## src/rtl/cgra_cfg_pkg.sv

```systemverilog
// Shared types and constants for the CGRA configuration sequencer.
package cgra_cfg_pkg;

  typedef enum logic [2:0] {
    StIdle,
    StLoad,
    StSettle,
    StRun,
    StDone
  } state_e;

  localparam int unsigned DEF_ADDR_W = 32;
  localparam int unsigned DEF_DATA_W = 32;
  localparam int unsigned NOP_ADDR   = 0;

  function automatic int unsigned max3(input int unsigned a, input int unsigned b,
                                       input int unsigned c);
    int unsigned m;
    m = (a > b) ? a : b;
    return (m > c) ? m : c;
  endfunction

  function automatic int unsigned cnt_width(input int unsigned max_val);
    return (max_val < 1) ? 1 : $clog2(max_val + 1);
  endfunction

endpackage

```

## src/rtl/cgra_cfg_timer.sv

```systemverilog
// Loadable down-counter with zero flag; stops at zero until reloaded.
module cgra_cfg_timer
  import cgra_cfg_pkg::*;
#(
  parameter int unsigned W = 8
) (
  input  logic         i_clk,
  input  logic         i_rst,
  input  logic         i_load,
  input  logic [W-1:0] i_load_val,
  output logic         o_zero
);

  logic [W-1:0] r_count;

  always_ff @(posedge i_clk) begin
    if (i_rst) begin
      r_count <= '0;
    end else if (i_load) begin
      r_count <= i_load_val;
    end else if (r_count != '0) begin
      r_count <= r_count - W'(1);
    end
  end

  assign o_zero = (r_count == '0);

endmodule

```

## src/rtl/cgra_config_sequencer.sv

```systemverilog
// Streams bitstream beats into the CGRA config port, waits a settle window,
// then opens a bounded run window for the pad datapath.
module cgra_config_sequencer
  import cgra_cfg_pkg::*;
#(
  parameter int unsigned ADDR_W         = DEF_ADDR_W,
  parameter int unsigned DATA_W         = DEF_DATA_W,
  parameter int unsigned SETTLE_CYCLES  = 4,
  parameter int unsigned RUN_CYCLES     = 1024,
  parameter int unsigned TIMEOUT_CYCLES = 256,
  parameter int unsigned CNT_W          = 16
) (
  input  logic              clk_in,
  input  logic              reset_in,
  input  logic              start,
  input  logic              abort,
  input  logic              bs_valid,
  output logic              bs_ready,
  input  logic [ADDR_W-1:0] bs_addr,
  input  logic [DATA_W-1:0] bs_data,
  input  logic              bs_last,
  output logic [ADDR_W-1:0] config_addr_out,
  output logic [DATA_W-1:0] config_data_out,
  output logic              config_done,
  output logic              run_en,
  output logic              run_done,
  output logic [CNT_W-1:0]  word_count,
  output logic              err,
  output logic              busy
);

  localparam int unsigned TMR_W = cnt_width(max3(SETTLE_CYCLES, RUN_CYCLES, TIMEOUT_CYCLES));

  // Timer reaches zero on the last cycle of each window, hence the minus-one reloads.
  localparam logic [TMR_W-1:0] LOAD_RELOAD =
      TMR_W'((TIMEOUT_CYCLES == 0) ? 0 : TIMEOUT_CYCLES - 1);
  localparam logic [TMR_W-1:0] RUN_RELOAD =
      TMR_W'((RUN_CYCLES == 0) ? 0 : RUN_CYCLES - 1);
  localparam logic [TMR_W-1:0] SETTLE_RELOAD = TMR_W'(SETTLE_CYCLES);

  state_e            r_state;
  logic [ADDR_W-1:0] r_cfg_addr;
  logic [DATA_W-1:0] r_cfg_data;
  logic              r_cfg_done;
  logic              r_run_en;
  logic              r_run_done;
  logic [CNT_W-1:0]  r_word_count;
  logic              r_err;

  logic              w_accept;
  logic              w_tmr_load;
  logic [TMR_W-1:0]  w_tmr_val;
  logic              w_tmr_zero;

  assign bs_ready = (r_state == StLoad) && !abort && !reset_in;
  assign w_accept = bs_valid && bs_ready;
  assign busy     = (r_state == StLoad) || (r_state == StSettle) || (r_state == StRun);

  always_comb begin
    w_tmr_load = 1'b0;
    w_tmr_val  = '0;
    unique case (r_state)
      StIdle, StDone: begin
        if (start) begin
          w_tmr_load = 1'b1;
          w_tmr_val  = LOAD_RELOAD;
        end
      end
      StLoad: begin
        if (w_accept) begin
          w_tmr_load = 1'b1;
          w_tmr_val  = bs_last ? SETTLE_RELOAD : LOAD_RELOAD;
        end
      end
      StSettle: begin
        if (w_tmr_zero) begin
          w_tmr_load = 1'b1;
          w_tmr_val  = RUN_RELOAD;
        end
      end
      default: ;
    endcase
  end

  cgra_cfg_timer #(
    .W(TMR_W)
  ) u_timer (
    .i_clk      (clk_in),
    .i_rst      (reset_in),
    .i_load     (w_tmr_load),
    .i_load_val (w_tmr_val),
    .o_zero     (w_tmr_zero)
  );

  always_ff @(posedge clk_in) begin
    if (reset_in) begin
      r_state      <= StIdle;
      r_cfg_addr   <= '0;
      r_cfg_data   <= '0;
      r_cfg_done   <= 1'b0;
      r_run_en     <= 1'b0;
      r_run_done   <= 1'b0;
      r_word_count <= '0;
      r_err        <= 1'b0;
    end else if (abort) begin
      // word_count and err survive an abort so the host can inspect them.
      r_state    <= StIdle;
      r_cfg_addr <= '0;
      r_cfg_data <= '0;
      r_cfg_done <= 1'b0;
      r_run_en   <= 1'b0;
      r_run_done <= 1'b0;
    end else begin
      r_cfg_addr <= ADDR_W'(NOP_ADDR);
      r_run_done <= 1'b0;
      unique case (r_state)
        StIdle, StDone: begin
          if (start) begin
            r_state      <= StLoad;
            r_word_count <= '0;
            r_err        <= 1'b0;
            r_cfg_done   <= 1'b0;
          end
        end
        StLoad: begin
          if (w_accept) begin
            r_cfg_addr <= bs_addr;
            r_cfg_data <= bs_data;
            if (bs_addr != ADDR_W'(NOP_ADDR) && r_word_count != '1) begin
              r_word_count <= r_word_count + CNT_W'(1);
            end
            if (bs_last) begin
              r_state <= StSettle;
            end
          end else if (TIMEOUT_CYCLES != 0 && w_tmr_zero) begin
            r_err      <= 1'b1;
            r_state    <= StIdle;
            r_cfg_data <= '0;
          end
        end
        StSettle: begin
          if (w_tmr_zero) begin
            r_state    <= StRun;
            r_cfg_done <= 1'b1;
            r_run_en   <= 1'b1;
          end
        end
        StRun: begin
          if (RUN_CYCLES != 0 && w_tmr_zero) begin
            r_state    <= StDone;
            r_run_en   <= 1'b0;
            r_run_done <= 1'b1;
          end
        end
        default: r_state <= StIdle;
      endcase
    end
  end

  assign config_addr_out = r_cfg_addr;
  assign config_data_out = r_cfg_data;
  assign config_done     = r_cfg_done;
  assign run_en          = r_run_en;
  assign run_done        = r_run_done;
  assign word_count      = r_word_count;
  assign err             = r_err;

endmodule

```

## config.mk

```make
export PLATFORM = sky130hd
export DESIGN_NAME = cgra_config_sequencer
export DESIGN_NICKNAME = d
export VERILOG_FILES = /design/src/rtl/cgra_cfg_pkg.sv /design/src/rtl/cgra_cfg_timer.sv /design/src/rtl/cgra_config_sequencer.sv
export SDC_FILE = /design/constraint.sdc
export NUM_CORES = 1
export LEC_CHECK = 0
export BUFFER_PORTS_ARGS = -buffer_cell sky130_fd_sc_hd__buf_4
export CORE_ASPECT_RATIO = 1.5
export CORE_MARGIN = 3
export CORE_UTILIZATION = 30
export DETAILED_ROUTE_END_ITERATION = 8
export GPL_TIMING_DRIVEN = 0
export SYNTH_ARGS = -nofsm -noshare
export SYNTH_HDL_FRONTEND = slang
export SYNTH_SLANG_ARGS = --single-unit
```

## constraint.sdc

```tcl
create_clock -name clk_in -period 2.5 [get_ports clk_in]
set_input_delay 0.125 -clock clk_in [delete_from_list [all_inputs] [get_ports clk_in]]
set_output_delay 0.125 -clock clk_in [all_outputs]
set_load 0.05 [all_outputs]
```

Yosys cells after proc, flatten, opt, wreduce, memory -nomap -nowiden
Index checks and enable logic that the tools add are counted.
- mux-type cells: 31
- bitwise gates (word level): 4
- add/subtract/negate cells: 2
- reductions and logical operators: 27
- eq/ne operators: 14
- operator list (kind ; number):
    32-bit two-way mux ; 2
    16-bit two-way mux ; 3
    16-bit case mux with 2 select lines ; 1
    32-bit nonzero test ; 1
    10-bit case mux with 3 select lines ; 1
    8-bit two-way mux ; 3
    11-bit two-way mux ; 2
    3-bit two-way mux ; 6
    16-bit by 1-bit adder with 16-bit output, second input constant ; 1
    16-bit != test, second input constant ; 1
    5-bit AND reduction ; 3
    3-bit case mux with 4 select lines ; 1
    11-bit zero test ; 1
    11-bit nonzero test ; 1
    11-bit by 1-bit subtractor with 11-bit output, second input constant ; 1
    10-bit two-way mux ; 1
    2-bit nonzero test ; 5
    2-bit by 1-bit != test with 1-bit output, second input constant ; 4
    1-bit two-way mux ; 7
    3-bit by 2-bit == test with 1-bit output, second input constant ; 2
    2-bit != test, second input constant ; 3
    1-bit case mux with 2 select lines ; 3
    3-bit AND reduction ; 2
    1-bit logical AND ; 4
    13 further kinds ; 19
- register bits: 98

Logic depth before layout (Yosys ltp)
Gate-level depths: netlist (run 1).
- depth after elaboration: 7
- mapped depth: 9
- mapped depth without buffers: 7

Cells and area by module
Synthesis (run 1) repeated with hierarchy kept, for this count alone.
- cell total of the unflattened synthesis: 409
- area, all modules: 3838.7 sq um
- by module, submodules not included (module ; area each (sq um) ; times used ; cells an instance ; sequential area each (sq um)):
    cgra_config_sequencer ; 3211.8 ; 1 ; 337 ; 1741.7
    cgra_cfg_timer ; 626.9 ; 1 ; 72 ; 220.2

Worst setup path after synthesis (run 1)
Ideal clock, no wire load.
- path kind: reg2reg
- start: reg r_word_count[0], in the netlist word_count[0]
- end: reg r_word_count[0], in the netlist word_count[0]
- setup slack: 0.274 ns
- buffers on the path: 2
- required time: 2.430 ns
- data arrival time: 2.156 ns
- cell stages (with the launch flop): 9
- library setup time: 0.070 ns
- period minus slack after synthesis: 2.226 ns
- cells stage by stage: dfxtp_1 -> ha_1 -> nand3_1 -> or3_1 -> o221ai_2 -> buf_6 -> buf_2 -> nand3_1 -> a21oi_1
- longest elaborated chain between the ends: 4
- elaborated cells on any way between the ends: 8
- those cells by class: 1 x add/sub; 2 x eq/ne; 3 x mux; 2 x reduce/logical
- RTL lines (what ; line ; source):
    start: declaration ; cgra_config_sequencer.sv:47 ; logic [CNT_W-1:0] r_word_count;
    start signal: assignment ; cgra_config_sequencer.sv:130 ; r_word_count <= r_word_count + CNT_W'(1);
    16-bit by 1-bit adder with 16-bit output or 16-bit != test (tied branches) ; cgra_config_sequencer.sv:130, cgra_config_sequencer.sv:129 ;
    16-bit two-way mux or 1-bit logical AND (tied branches) ; cgra_config_sequencer.sv:129 ; if (bs_addr != ADDR_W'(NOP_ADDR) && r_word_count != '1) begin
    16-bit two-way mux or 2-bit by 1-bit != test with 1-bit output (tied branches) ; -- ;
    16-bit case mux with 2 select lines or 5-bit AND reduction (tied branches) ; -- ;
Parallel ways exist; a longest one is shown, timed or not. The select of a mux whose other input is x is not followed.
A chain may end at the register's enable or synchronous reset.

Final worst setup path (run 1)
- start: reg u_timer.r_count[0]
- end: reg r_cfg_data[3], in the netlist config_data_out[3]
- longest elaborated chain between the ends: 3
- RTL lines (what ; line ; source):
    start: declaration ; cgra_cfg_timer.sv:14 ; logic [W-1:0] r_count;
    start signal: assignment ; cgra_cfg_timer.sv:20 ; r_count <= i_load_val;
    start signal: assignment ; cgra_cfg_timer.sv:22 ; r_count <= r_count - W'(1);
    11-bit zero test ; cgra_cfg_timer.sv:26 ; assign o_zero = (r_count == '0);
    2-bit nonzero test (no line) ; -- ;
    2-bit AND reduction (no line) ; -- ;
    end signal: assignment ; cgra_config_sequencer.sv:128 ; r_cfg_data <= bs_data;
    end: declaration ; cgra_config_sequencer.sv:43 ; logic [DATA_W-1:0] r_cfg_data;
No other way between the ends.

==> flow_summary_export.csv, run 1 <==
group,metric,value,unit
clocking,hold_buffers,0,
die,io_pins,156,
die,core_area,12600,um^2
clocking,cts_sinks,98,
drt,met2_length,5.98,mm
cells_and_area,diodes,0,
grt,grt_pass1_wl,18.8,mm
cells_and_area,layout.nets,645,
yosys,synth_enable_flop_cells,0,
place,gp_congestion,0.814,
cells_and_area,syn_to_final_growth,42.1,%
worst_setup_path,reg2reg_depth,9,
clocking,clk-insertion-delay-late,0.35,ns
cells_and_area,multiInputGateArea,1800,um^2
worst_setup_path,worstPathMaxFanout,10,
min_path,hp-class,"in2reg",
timing,slew_headroom,0.591,
clocking,clk_pin_slew,0.07,ns
yosys,synth_top_area_share,0.502,
timing,fin_crit,2.32,ns
grt,grt_max_degree,18,
yosys,synth_area_per_cell,9.60,um^2
drt,vias,3730,
timing,fin_crit_sh,0.930,
clocking,cts_resized,0,
worst_setup_path,worstPathRequired,2.72,ns
die,dieArea,14500,um^2
grt,grt_usage,0.158,
drt,top_layer_used,"met4",
yosys,synth-seq-area-share,0.502,
min_path,hold_path_depth,2,
place,port_buffers,155,
die,die_h,146,um
grt,first_global_vias,3791,
die,core.rowCount,50,
power_and_ir_drop,power.density,595,nW/um^2
yosys,netlist_instances,407,
clocking,cts_root_buf,"clkbuf_16",
die,start_util,0.309,
clocking,htreeDepth,3,
timing,rsz0062_at_grt,"false",
yosys,yosysTopAreaCell,"dfxtp_1",
place,place_area,5270,um^2
yosys,ys.flop_type,"dfxtp_1",
yosys,syn_nets,479,
worst_setup_path,cp.arrival,2.54,ns
die,fp.dieW,99.2,um
place,dp_hpwl,8.77,mm
yosys,synthTopCellsByArea,"dfxtp_1 (50%), a22oi_1 (6.1%), and3_1 (5.6%)",
worst_setup_path,start_kind,"register",
place,dpl.cell_count,718,
timing,timing.final.max_slew_violations,0,
cells_and_area,fin_util,0.440,
power_and_ir_drop,peakVddDrop,0.292,mV
drt,wl,11.5,mm
drt,met3WireLength,750,um
cells_and_area,fill_cells,1235,
cells_and_area,regArea,1960,um^2
timing,setup_tns,0,ns
yosys,yosysWarnings,0,
run,maxCapViolCount,0,
power_and_ir_drop,total_power,3.30,mW
yosys,synthArstFlopShare,0,
cells_and_area,drive_above_1_share,0.337,
timing,final_hold_viol_count,0,
drt,wl_met1,4.45,mm
drt,wl_per_cell,15.7,um
grt,antenna_found_initial,0,
clocking,cts_tree,"done",
drt,drc,0,
power_and_ir_drop,leakagePower,2.45,nW
cells_and_area,layout.cells.non_filler,734,
grt,grt_overflow,0,
drt,routed_via_density,5.08,
clocking,cts-buffers-inserted,9,
timing,fin_skew,0.0110,ns
yosys,yosysUniqueCellTypes,56,
yosys,synth-seq-cells,98,
timing,worst_slew_pin_slew,0.611,ns
worst_setup_path,crit_path_end_kind,"register",
drt,dr.pass1.iters,4,
worst_setup_path,criticalPathCategory,"reg2reg",
status,status,"finished, final reports clean",
clocking,cts_setup_buffers,0,
drt,dr.first_iter.drc_count,156,
timing,fmax,430,MHz
timing,setup_viol,0,
cells_and_area,design_area,5550,um^2
yosys,syn_area,3910,um^2
drt,final_antenna_net_count,0,
clocking,cts_buffer_depth,2,
cell families (layout without fill, tap and decap cells):
group           Yosys count  count (layout)  synth area share
compound gates           87              87             0.175
xor+xnor                  6               6            0.0135
fa+ha+maj                 2               2           0.00640
buf+inv                  33             204            0.0378
flops                    98              98             0.502
mux                       8               8            0.0208
simple gates            173             173             0.245
critical path: stages, from the launching register on:
cell     delay, ns
dfxtp_1       0.35
inv_1         0.07
ha_1          0.17
or4b_1        0.44
buf_2         0.18
nor4_2        0.31
o21ai_1       0.20
buf_2         0.27
a22oi_1       0.16
nor2_1        0.06
final cells by class:
cell class	instances	share of cell area
inverters	5	0.00338
clock buffers	11	0.0437
flip-flops and latches	98	0.353
plain buffers	28	0.0232
clock inverters	5	0.00811
multi-input cells	276	0.324
well taps	156	0.0351
repair buffers	155	0.210
power breakdown:
part	total (mW)	switching, mW	internal [mW]
logic	0.352	0.189	0.163
registers	1.61	0.0243	1.59
clock network	1.34	0.622	0.719
stage by stage:
stage | hold slack [ns] | worst slack, ns
4_1_cts | 0.00561 | 0.163
6_report | 0.0113 | 0.176
5_1_grt | 0.00865 | 0.0445
3_5_place_dp | 0.366 | 0.180
2_1_floorplan | 0.271 | 0.274
3_3_place_gp | 0.363 | 0.187
cells in the mapped netlist (3+ instances only):
cell       count
and2_1         5
dfxtp_1       98
nor2_1        52
o311a_1        3
o21ai_0        9
a22oi_1       32
and3_1        35
clkbuf_1      16
nand2_1       23
inv_1          5
xor2_1         3
o2111ai_1      7
nor3_1         5
a2111o_1       7
nand3_1        6
nand4_1        7
nor3b_2        3
a21oi_1        5
xnor2_1        3
o21ai_1        5
mux2i_1        7
or3_1          7
buf_1          3
nor4_1        10
buf_2          7
nand2b_1       5
o21a_1         3
layer usage:
layer,track usage,vias up
met3,0.0302,24
met5,0,-
met1,0.180,1729
met2,0.279,147
li1,-,1830
met4,0.0725,0
sequential cells by signal, summed over array words and instances, names as in the netlist:
signal and count:
config_addr_out 32, config_data_out 32, word_count 16, u_timer.r_count 11, r_state 3, config_done 1, err 1, run_done 1
run_en 1
final timing paths:
| check | from | endpoint | slack (ns) |
|---|---|---|---|
| setup / recovery | u_timer.r_count[0] | config_data_out[3] | 0.18 |
| hold / removal | bs_addr[15] | config_addr_out[15] | 0.01 |
| setup reg to reg | u_timer.r_count[0] | config_data_out[3] | 0.18 |
| hold reg to reg | err | err | 0.47 |
cell usage in the layout (no fill, tap or decap), types with 6 or more instances in the layout:
master     instances
clkbuf_16          9
o2111ai_1          7
clkbuf_1          17
nand3_1            6
buf_2              7
mux2i_1            7
nor2_1            52
nand2_1           23
dfxtp_1           98
a2111o_1           7
and3_1            35
buf_4            155
nor4_1            10
o21ai_0            9
a22oi_1           32
or3_1              7
nand4_1            7
Note: power is estimated with default switching activity, not from simulation.
==> run 2: changes to the inputs <==
--- a/config.mk
+++ b/config.mk
@@ -5,6 +5,7 @@
 export SDC_FILE = /design/constraint.sdc
 export NUM_CORES = 1
 export LEC_CHECK = 0
+export ABC_AREA = 1
 export BUFFER_PORTS_ARGS = -buffer_cell sky130_fd_sc_hd__buf_4
 export CORE_ASPECT_RATIO = 1.5
 export CORE_MARGIN = 3
==> run 2 against run 1 <==
Net effect: clock skew hardly changed; sequential cell count is the same; final cell count is 36% higher; first-iteration DRC count rose by 5.8%; power grew 2.6%; setup slack better by 0.24 ns; via count grew 17%; clock power about the same; largest power group unchanged.
==> flow_summary_export.csv, run 2 <==
group,metric,value,unit
timing,worst_slew_pin_slew,0.560,ns
clocking,clk_pin_slew,0.07,ns
power_and_ir_drop,p_sw,0.915,mW
drt,final_antenna_net_count,0,
cells_and_area,layout.nets,874,
worst_setup_path,r2r_slack,0.43,ns
clocking,cts_setup_buffers,0,
die,die_h,154,um
grt,first_global_vias,4343,
worst_setup_path,cp.arrival,1.95,ns
clocking,cts_root_buf,"clkbuf_16",
power_and_ir_drop,clkPwrFrac,0.400,
grt,grt_max_degree,19,
min_path,holdCritStartpoint,"bs_addr[8]",
place,port_buffers,154,
place,preCtsSetupSlack,0.491,ns
timing,slew_headroom,0.626,
power_and_ir_drop,power.density,533,nW/um^2
timing,timing.final.max_slew_violations,0,
power_and_ir_drop,seqPwrFrac,0.475,
yosys,ys.flop_type,"dfxtp_1",
timing,setup_tns,0,ns
status,status,"finished, final reports clean",
clocking,htreeDepth,3,
yosys,synthAdderAreaFrac,0.00568,
yosys,synth_enable_flop_cells,0,
drt,routed_via_density,4.37,
drt,vias,4366,
die,io_pins,156,
worst_setup_path,criticalPathCategory,"in2out",
cells_and_area,syn_to_final_growth,44.4,%
clocking,cts_resized,0,
drt,dr.pass1.iters,4,
power_and_ir_drop,p_sw_frac,0.270,
power_and_ir_drop,leakagePower,2.93,nW
power_and_ir_drop,pwr-share-comb,0.124,
cells_and_area,final_common_cell,"buf_4",
drt,dr.first_iter.drc_count,165,
cells_and_area,final_cell_mix,"buf_4 (156), nand2_1 (141), dfxtp_1 (98)",
timing,rsz0062_at_grt,"false",
clocking,clk-insertion-delay-late,0.35,ns
clocking,cts_tree,"done",
yosys,yosysUniqueCellTypes,36,
timing,fin_crit,2.08,ns
die,fp.dieW,105,um
worst_setup_path,start_kind,"input pin",
yosys,synthTopCellsByCount,"nand2_1 (141), dfxtp_1 (98), nor2_1 (96)",
cells_and_area,layout.cells.non_filler,999,
clocking,cts_sinks,98,
die,dieArea,16200,um^2
clocking,cts-buffers-inserted,9,
yosys,yosys-mux-area-fraction,0,
drt,wl,12.6,mm
yosys,yosysTopAreaCell,"dfxtp_1",
yosys,syn_nets,682,
yosys,synth_top_family_by_area,"simple AND/OR/NAND/NOR gates",
power_and_ir_drop,intPower,2.47,mW
yosys,netlist_instances,610,
worst_setup_path,r2r-start,"word_count[1]",
yosys,synth_compound_area_frac,0.0966,
die,core_area,14200,um^2
worst_setup_path,worstPathMaxFanout,10,
timing,fin_skew,0.0108,ns
clocking,cts_buffer_depth,2,
min_path,hp-class,"in2reg",
yosys,yosysWarnings,0,
grt,grt_pass1_wl,20.7,mm
worst_setup_path,worstPathRequired,2.38,ns
yosys,synth-seq-cells,98,
drt,drc,0,
run,maxCapViolCount,0,
place,dp_hpwl,9.53,mm
cells_and_area,fin_util,0.448,
yosys,synthTopCellsByArea,"dfxtp_1 (45%), nand2_1 (12%), nor2_1 (8.2%)",
yosys,synth-seq-area-share,0.446,
timing,setup_viol,0,
timing,fin_crit_sh,0.832,
timing,fmax,481,MHz
yosys,synth_top_area_share,0.446,
cells_and_area,diodes,0,
grt,grt_overflow,0,
yosys,synth_area_per_cell,7.22,um^2
cells_and_area,drive_above_1_share,0.271,
power_and_ir_drop,peakVddDrop,0.325,mV
grt,grt_usage,0.156,
yosys,synth_xor_area_frac,0.0239,
place,gp_congestion,0.816,
die,start_util,0.310,
yosys,syn_area,4400,um^2
yosys,synth_simple_gate_area_share,0.315,
yosys,synthArstFlopShare,0,
yosys,synth_most_common_cell,"nand2_1",
worst_setup_path,crit_path_end_kind,"output pin",
grt,antenna_found_initial,0,
worst_setup_path,crit_path_start,"reset_in",
drt,wl_per_cell,12.6,um
place,dpl.cell_count,956,
die,core.rowCount,53,
timing,finalWorstSetupSlack,0.420,ns
timing,final_hold_viol_count,0,
[run 2: changes by cell type in the layout (fill, tap and decap cells not counted), moves of 10 or more]
cell           before  now
and3_1             35    0
nor4_1             10    0
dlygate4sd3_1       0   27
clkbuf_1           17    6
nand2_1            23  141
inv_1               5   78
nor2_1             52   96
a22oi_1            32    0
a21oi_1             5   60
nand3_1             6   42
[run 2: power groups by stage]
stage	sequential [mW]	combinational, mW	clock [mW]
2_1_floorplan	1.67	0.211	0
3_3_place_gp	1.65	0.387	0
3_5_place_dp	1.65	0.387	0
4_1_cts	1.61	0.423	1.40
5_1_grt	1.61	0.467	1.47
6_report	1.61	0.421	1.36
[run 2: logic make-up after synthesis]
logic type | after synthesis
AND/OR/NAND/NOR | 315
buffers and inverters | 106
flip-flops | 98
AO/OA/AOI/OAI | 77
XOR/XNOR | 12
adder cells (fa/ha/maj) | 2
[run 2: critical path: stages]
cell and delay, ns:
dlygate4sd3_1 0.55, buf_6 0.16, inv_4 0.06, nand2_2 0.10
clkbuf_1 0.37, buf_2 0.31, nor2_1 0.07, buf_4 0.21
[run 2: metrics by stage]
stage               area [um^2]  hold WS, ns  total power, mW
detailed placement         5800        0.353             2.03
finish                     6360      0.00893             3.39
global route               6360      0.00316             3.55
CTS                        6360     0.000425             3.44
global placement           5800        0.350             2.03
floorplan                  4400        0.237             1.88
[run 2: final timing paths]
kind,end,depth (start not counted)
min reg2reg,u_timer.r_count[10],2
min,config_addr_out[8],3
max,bs_ready,8
max reg2reg,word_count[8],9
[run 2: metal layers]
layer / global-route usage / wire, um / part of all wire
met5: 0 / 0 / 0
met4: 0.0482 / 121 / 0.0096
met3: 0.0539 / 872 / 0.069
met2: 0.294 / 6660 / 0.53
met1: 0.161 / 4920 / 0.39
[run 2: final cells by class]
class | instances | area (um^2)
fill | 1475 | 7840
inverter | 84 | 330
tap | 192 | 240
multi-input combinational | 406 | 1940
clock buffer | 9 | 225
sequential | 98 | 1960
clock inverter | 7 | 61.3
timing repair buffer | 181 | 1430
buffer | 22 | 166
[run 2: repair_timing]
item,4_1_cts,5_1_grt
hold buffers,27,0
endpoints found under the hold margin,32,0
endpoints found under the setup margin,0,0
==> run 3: changes to the inputs <==
==> constraint.sdc (replaced) <==
create_clock -name clk_in -period 1.7 [get_ports clk_in]
set_input_delay 0.085 -clock clk_in [delete_from_list [all_inputs] [get_ports clk_in]]
set_output_delay 0.085 -clock clk_in [all_outputs]
set_load 0.05 [all_outputs]
==> run 3 against run 2 <==
Net effect: wire length up 6.2%; design area grew 10%; first-iteration DRC count rose by 10%; power up 58%; final cell count rose by 4.8%; critical path type is now reg2reg; clock power is 64% higher; largest power group unchanged; via count grew 3.9%; hold slack got worse by 0.0014 ns.
==> flow_summary_export.csv, run 3 (synthesis results as in run 2) <==
group,metric,value,unit
status,status,"finished, final reports clean",
min_path,hp-class,"in2reg",
timing,worst_slew_pin_slew,0.529,ns
timing,setup_viol,0,
clocking,cts_root_buf,"clkbuf_16",
power_and_ir_drop,seqPwrFrac,0.444,
power_and_ir_drop,p_sw,1.32,mW
clocking,cts-buffers-inserted,9,
worst_setup_path,cp.buffers_inverters,4,
grt,antenna_found_initial,0,
grt,grt_overflow,0,
die,die_h,154,um
cells_and_area,design_area,7000,um^2
worst_setup_path,worst_path_largest_cell_delay,0.36,ns
cells_and_area,final_cell_mix,"buf_4 (171), nand2_1 (138), nor2_1 (91)",
cells_and_area,drive_above_1_share,0.316,
place,place_area,5820,um^2
drt,routed_via_density,4.33,
die,start_util,0.310,
timing,timing.final.max_slew_violations,0,
worst_setup_path,cpLargestDelayFamily,"buffers and inverters",
worst_setup_path,worstPathMaxFanout,10,
drt,wl_per_cell,12.8,um
run,maxCapViolCount,0,
timing,fin_crit_sh,0.954,
worst_setup_path,criticalPathCategory,"reg2reg",
drt,dr.first_iter.drc_count,182,
timing,fin_skew,0.00801,ns
clocking,cts_tree,"done",
timing,rsz0062_at_grt,"true",
cells_and_area,layout.cells.non_filler,1047,
grt,grt_usage,0.160,
power_and_ir_drop,peakVddDrop,0.395,mV
cells_and_area,final_common_cell,"buf_4",
clocking,clk-insertion-delay-late,0.34,ns
grt,first_global_vias,4327,
power_and_ir_drop,power.density,765,nW/um^2
worst_setup_path,worstPathRequired,1.91,ns
drt,dr.pass1.iters,4,
die,dieArea,16200,um^2
power_and_ir_drop,p_sw_frac,0.246,
place,port_buffers,154,
place,dp_hpwl,9.53,mm
drt,drc,0,
clocking,cts_sinks,98,
power_and_ir_drop,intPower,4.04,mW
die,io_pins,156,
cells_and_area,layout.nets,922,
clocking,clk_pin_slew,0.07,ns
die,core_area,14200,um^2
power_and_ir_drop,clkPwrFrac,0.416,
timing,fmax,616,MHz
timing,holdWs,0.00751,ns
cells_and_area,diodes,0,
worst_setup_path,crit_top_cell,"inv_4",
clocking,cts_buffer_depth,2,
die,fp.dieW,105,um
timing,fin_crit,1.62,ns
drt,wl,13.4,mm
worst_setup_path,start_kind,"register",
worst_setup_path,cp.arrival,1.83,ns
grt,grt_pass1_wl,21.1,mm
power_and_ir_drop,pwr-share-comb,0.141,
worst_setup_path,crit_path_end_kind,"register",
power_and_ir_drop,leakagePower,3.19,nW
die,core.rowCount,53,
drt,final_antenna_net_count,0,
grt,grt_max_degree,20,
worst_setup_path,cp_slowest_cell,"dfxtp_4",
worst_setup_path,cp_cell_sequence,"inv_4 > ha_4 > nand2_4 > nor2_4 > nand3_4 > inv_4 > a21oi_4 > buf_4 > buf_6 > nand2_1 > a21oi_1",
place,gp_congestion,0.808,
clocking,htreeDepth,3,
timing,slew_headroom,0.647,
timing,final_hold_viol_count,0,
drt,vias,4538,
cells_and_area,syn_to_final_growth,59.1,%
place,dpl.cell_count,956,
power_and_ir_drop,total_power,5.36,mW
[run 3: worst register-to-register path, cell delays in order (launching register included)]
cell and delay [ns]:
dfxtp_4 0.36, inv_4 0.07, ha_4 0.15, nand2_4 0.06, nor2_4 0.16, nand3_4 0.11
inv_4 0.10, a21oi_4 0.07, buf_4 0.15, buf_6 0.14, nand2_1 0.06, a21oi_1 0.05
[run 3: path summary, 6_finish.rpt]
check / from / cells after the start / slack [ns] / to
setup / recovery: u_timer.r_count[0] / 11 / 0.08 / config_data_out[13]
hold / removal: bs_data[15] / 3 / 0.008 / config_data_out[15]
setup reg to reg: u_timer.r_count[0] / 11 / 0.08 / config_data_out[13]
hold reg to reg: err / 2 / 0.45 / err
[run 3: area by class of cell]
type / instances / area, um^2
Clock buffer: 10 / 239
Fill cell: 1415 / 7190
Tap cell: 192 / 240
Timing Repair Buffer: 230 / 1870
Buffer: 21 / 171
Sequential cell: 98 / 1990
Multi-Input combinational cell: 406 / 2060
Inverter: 84 / 340
Clock inverter: 6 / 88.8
[run 3: through the flow]
step / TNS (ns) / utilization / worst slack, ns
after floorplan: 0 / - / 0.0000878
after global placement: -4.52 / 0.410 / -0.255
after detailed placement: -4.74 / 0.410 / -0.289
after CTS: 0 / 0.480 / 0.0154
after global routing: -0.101 / 0.494 / -0.0229
final: 0 / 0.494 / 0.0775
[run 3: per-layer routing]
layer / vias to the layer above / GRT usage / wire length, um / share of wire
li1: 2375 / - / - / -
met1: 2013 / 0.174 / 5260 / 0.39
met2: 129 / 0.287 / 6860 / 0.51
met3: 21 / 0.0509 / 897 / 0.067
met4: 0 / 0.0600 / 343 / 0.026
met5: - / 0 / 0 / 0
[run 3: repair_timing]
item                                    CTS  global route
hold buffers                             60             0
endpoints found under the hold margin    66             0
pin swaps                                 4            14
buffers inserted                          5             9
gates cloned                              0             2
endpoints found under the setup margin   57            59
resized for setup                         8            31
[run 3: power by group through the flow]
stage	Clock [mW]	Sequential (mW)	Combinational, mW
after floorplan	0	2.45	0.310
after global placement	0	2.42	0.569
after detailed placement	0	2.42	0.570
after CTS	2.30	2.37	0.685
after global routing	2.41	2.38	0.824
final	2.23	2.38	0.753
